## src/rtl/lab4_net_router_output_ctrl.sv

```systemverilog
// Output-port control for the lab4 ring router: round-robin arbitration with hold-while-stalled.
// Optional grant statistics enabled by LAB4_NET_ROUTER_OUTPUT_CTRL_STATS_EN.
module lab4_net_router_output_ctrl #(
  parameter int unsigned p_num_reqs   = 3,
  parameter int unsigned p_stat_nbits = 16
) (
  input  logic                  clk,
  input  logic                  reset,
  input  logic [p_num_reqs-1:0] reqs,
  output logic [p_num_reqs-1:0] grants,
  output logic                  out_val,
  input  logic                  out_rdy,
  output logic [1:0]            xbar_sel
`ifdef LAB4_NET_ROUTER_OUTPUT_CTRL_STATS_EN
  ,
  input  logic                                 stat_clear,
  output logic [p_num_reqs*p_stat_nbits-1:0]  stat_grants
`endif
);

  localparam int unsigned IDX_W = 2;

  if (p_num_reqs != 3) begin : g_bad_num_reqs
    $error("lab4_net_router_output_ctrl supports exactly 3 requesters");
  end
  if (p_stat_nbits < 1) begin : g_bad_stat_nbits
    $error("p_stat_nbits must be at least 1");
  end

  typedef enum logic {
    ST_ARB  = 1'b0,
    ST_HOLD = 1'b1
  } state_t;

  state_t                  state, state_next;
  logic [p_num_reqs-1:0]   prio, prio_next;
  logic [IDX_W-1:0]        held_idx, held_next;
  logic [IDX_W-1:0]        prio_idx;
  logic [IDX_W-1:0]        winner;
  logic [p_num_reqs-1:0]   win_oh;
  logic [p_num_reqs-1:0]   held_oh;
  logic                    held_req;

  always_ff @(posedge clk) begin
    if (!reset) begin
      state    <= ST_ARB;
      prio     <= 3'b001;
      held_idx <= '0;
    end else begin
      state    <= state_next;
      prio     <= prio_next;
      held_idx <= held_next;
    end
  end

  // Circular scan upward from the priority position; winner is 0 when nobody requests.
  always_comb begin
    logic             found;
    logic [IDX_W:0]   pos;
    prio_idx = prio[2] ? 2'd2 : (prio[1] ? 2'd1 : 2'd0);
    winner   = '0;
    found    = 1'b0;
    for (int unsigned k = 0; k < p_num_reqs; k++) begin
      pos = 3'(prio_idx) + 3'(k);
      if (pos >= 3'd3) pos = pos - 3'd3;
      if (!found && reqs[pos[IDX_W-1:0]]) begin
        found  = 1'b1;
        winner = pos[IDX_W-1:0];
      end
    end
    win_oh   = 3'(1) << winner;
    held_oh  = 3'(1) << held_idx;
    held_req = reqs[held_idx];
  end

  always_comb begin
    state_next = state;
    prio_next  = prio;
    held_next  = held_idx;
    grants     = '0;
    out_val    = 1'b0;
    xbar_sel   = '0;
    if (reset) begin
      unique case (state)
        ST_ARB: begin
          out_val  = |reqs;
          xbar_sel = out_val ? winner : 2'd0;
          grants   = win_oh & {3{out_rdy & out_val}};
          if (out_val && out_rdy) begin
            prio_next = {win_oh[1:0], win_oh[2]};
          end else if (out_val) begin
            state_next = ST_HOLD;
            held_next  = winner;
          end
        end
        ST_HOLD: begin
          // Decision stays locked on held_idx; later arrivals wait.
          xbar_sel = held_idx;
          out_val  = held_req;
          grants   = held_oh & {3{out_rdy & held_req}};
          if (!held_req) begin
            state_next = ST_ARB;
          end else if (out_rdy) begin
            state_next = ST_ARB;
            prio_next  = {held_oh[1:0], held_oh[2]};
          end
        end
        default: state_next = ST_ARB;
      endcase
    end
  end

`ifdef LAB4_NET_ROUTER_OUTPUT_CTRL_STATS_EN
  logic [p_stat_nbits-1:0] stat_cnt [p_num_reqs];

  // Saturating per-requester grant counters; clear wins over a same-cycle grant.
  always_ff @(posedge clk) begin
    for (int unsigned i = 0; i < p_num_reqs; i++) begin
      if (!reset || stat_clear) begin
        stat_cnt[i] <= '0;
      end else if (grants[i] && (stat_cnt[i] != '1)) begin
        stat_cnt[i] <= stat_cnt[i] + p_stat_nbits'(1);
      end
    end
  end

  always_comb begin
    stat_grants = '0;
    for (int unsigned i = 0; i < p_num_reqs; i++) begin
      stat_grants[i*p_stat_nbits +: p_stat_nbits] = stat_cnt[i];
    end
  end
`endif

endmodule

```

## config.mk

```make
export PLATFORM = sky130hd
export DESIGN_NAME = lab4_net_router_output_ctrl
export DESIGN_NICKNAME = d
export VERILOG_FILES = /design/src/rtl/lab4_net_router_output_ctrl.sv
export SDC_FILE = /design/constraint.sdc
export NUM_CORES = 1
export LEC_CHECK = 0
export BUFFER_PORTS_ARGS = -buffer_cell sky130_fd_sc_hd__buf_2
export CAP_MARGIN = 20
export CORE_AREA = 2 2 39 41
export CTS_CLUSTER_DIAMETER = 40
export CTS_CLUSTER_SIZE = 10
export DETAILED_ROUTE_END_ITERATION = 10
export DIE_AREA = 0 0 41 43
export PLACE_DENSITY_LB_ADDON = 0.15
export SLEW_MARGIN = 20
export SYNTH_ARGS = -nofsm -noshare
export SYNTH_HDL_FRONTEND = slang
export SYNTH_SLANG_ARGS = --single-unit
export TNS_END_PERCENT = 100
```

## constraint.sdc

```tcl
create_clock -name clk -period 1.9 [get_ports clk]
set_clock_uncertainty 0.2 [all_clocks]
set_input_delay 0.095 -clock clk [delete_from_list [all_inputs] [get_ports clk]]
set_output_delay 0.095 -clock clk [all_outputs]
set_load 0.03 [all_outputs]
```

==> out/results.ini <==
[pwr]
ir_drop_uv=358
p_total_uw=355
powerDensity_nw_per_um2=611
power_leakage_nw=0.246

[setup_path]
cp_num_buf_inv=2
critPathMaxStageDelay_ns=0.42
worstSetupPathType=reg2out
r2r-start=held_idx[0]
critical-path-top-delay-family=compound AO/OA/AOI/OAI gates
cp_num_cells=6
endpoint_kind=primary output
worstPathRequired_ns=1.60
r2r_slack_ns=0.11
path_cells=buf_4 -> nor2_1 -> a22o_1 -> o21ai_0 -> nor2_4 -> buf_6
crit_path_max_fanout=7
r2r_end=prio[1]
r2r_cells=5
cp-start-kind=flip-flop
slowest_stage=dfxtp_1
cp.arrival_ns=1.69

[sta]
min_period_over_period_pct=104
hold_violations=0
drv_slew=0
holdWs_ns=0.00706
fmax_mhz=504
worstMarginPinSlew_ns=0.525
relSlewSlack_pct=64.8
rsz0062_at_grt=yes
fin_crit_ns=1.98
final-setup-viol-count=2
setup_slack_ns=-0.0823

[die]
num_rows=14
fp.coreArea_um2=1380
dieArea_um2=1760
start_util_pct=26.9
io_pins=12
die_w_um=41
fp.dieH_um=43

[logic_synthesis]
async_flop_share_pct=0
ys_types=25
yosysWarnings=0
synth.avg_cell_area_um2=7.01
synthTopCellsByArea=dfxtp_1 27%, nand2_1 7.1%, a21oi_1 5.4%
ys_seq_elements=5
syn-num-nets=59
yosysMostFrequentCell=nand2_1
synth_top_cell_by_area=dfxtp_1
synth_commonest_cells=7 x nand2_1, 5 x dfxtp_1, 5 x nor2_1
synth_ff_type=dfxtp_1
synth_seq_area_share_pct=26.9
synth_top_area_share_pct=26.9
synth.cell_area_um2=372
synth_edf_count=0
postSynthCellCount=53

[clock_network]
numCtsBuffers=3
cts.clk_slew.worst_paths_ns=0.04
cts_max_path_buffers=2
cts_root_buf=clkbuf_4
clk_latency_ns=0.24
h-tree-depth=1
cts_sinks=5
cts_tree=done

[flow_run]
cap_violations=0

[hold_path]
holdPathEnd=held_idx[1]
hold_path_depth=3
hold_class=in2reg
worstHoldStart=reqs[2]

[routing]
vias=466
drtAntennaViolNets=0
firstDrtPassIters=4
via_per_inst=5.18
drt-total-wl_mm=1.06
drc=0
drt_iter0_drc=7
wire_per_inst_um=11.8

[global_route]
antenna_found_initial=0
grt_usage_pct=14.7
grt_first_pass_wirelength_mm=1.74
grt_max_degree=8
grt_pass1_vias=416
grt_overflow=0

[layout]
antenna_cells=0
drive_gt1_share_pct=37.8
post-route-util_pct=42.0
fin_cells=90
areaGrowthSynthToFinish_pct=56.2
n_fill_cell=156
fin_nets=81

[run_status]
violations=negative setup slack
outcome=finished with violations

[placement]
gp_congestion=0.675
dp_hpwl_um=782
dp_slack_ns=0.0942
portBuffers=11
place_inst=80

==> power by group <==
group,internal [mW],switching [mW]
Clock,0.0791,0.0392
Sequential,0.112,0.00793
Combinational,0.0515,0.0651
==> routing by layer <==
layer  track usage, %  wire, µm  vias up
met3             3.14        58        2
met2             19.1       526        8
met1             20.6       467      222
li1                 -         -      234
met4             10.0        10        0
met5                0         0        -
==> tightest hold or removal path, stage by stage <==
cell and delay [ns]:
buf_2 0.15, nand3_1 0.09, a21oi_1 0.07
==> cells by family (layout without fill, tap and decap cells) <==
| logic type | count (synthesis) | in the layout | synth area share (%) |
|---|---|---|---|
| AOI/OAI and AO/OA | 15 | 15 | 28.3 |
| muxes | 2 | 2 | 5.39 |
| buffers and inverters | 5 | 26 | 6.06 |
| and+or+nand+nor | 26 | 26 | 33.3 |
| DFF | 5 | 5 | 26.9 |
==> registers in the layout (all words and copies together), names as in the netlist <==
name      count
prio          2
held_idx      2
state         1
==> cell usage in the layout, fill, tap and decap left out, types with 3 or more instances in the layout <==
| cell | Yosys | final |
|---|---|---|
| dlygate4sd3_1 | 0 | 3 |
| dfxtp_1 | 5 | 3 |
| inv_1 | 3 | 3 |
| buf_2 | 0 | 8 |
| nand3_1 | 4 | 4 |
| nand2_1 | 7 | 7 |
| a21oi_1 | 4 | 4 |
| nor3_1 | 4 | 4 |
| buf_4 | 1 | 5 |
| clkbuf_4 | 0 | 3 |
| nor2_1 | 5 | 3 |
==> per-stage QoR <==
step	area, µm²	setup TNS (ns)
after global placement	452	0
after detailed placement	452	0
after floorplan	377	0
after global routing	581	-0.237
after CTS	547	-0.0606
final	581	-0.125
==> area by class of cell <==
cell class	instances	area, µm²	share of cell area [%]
Tap cell	16	20.0	3.45
Sequential cell	5	105	18.1
Timing Repair Buffer	18	130	22.4
Multi-Input combinational cell	43	284	48.9
Clock buffer	4	26.3	4.53
Inverter	4	15.0	2.59
==> worst max path at each step <==
stage	start	end	slack, ns
2_1_floorplan	held_idx[0]	grants[0]	0.02
3_3_place_gp	held_idx[0]	grants[0]	0.12
3_5_place_dp	held_idx[0]	grants[1]	0.09
4_1_cts	held_idx[0]	grants[1]	-0.03
5_1_grt	state	grants[0]	-0.14
6_report	state	grants[0]	-0.08
==> timing repair <==
action                     in CTS  in global routing
resized for setup               5                 10
hold endpoints to repair        4                  0
pin swaps                       4                  3
hold buffers                    3                  0
setup buffers                   3                  0
setup endpoints to repair       3                  3
Power figures use the tool's default switching activity.
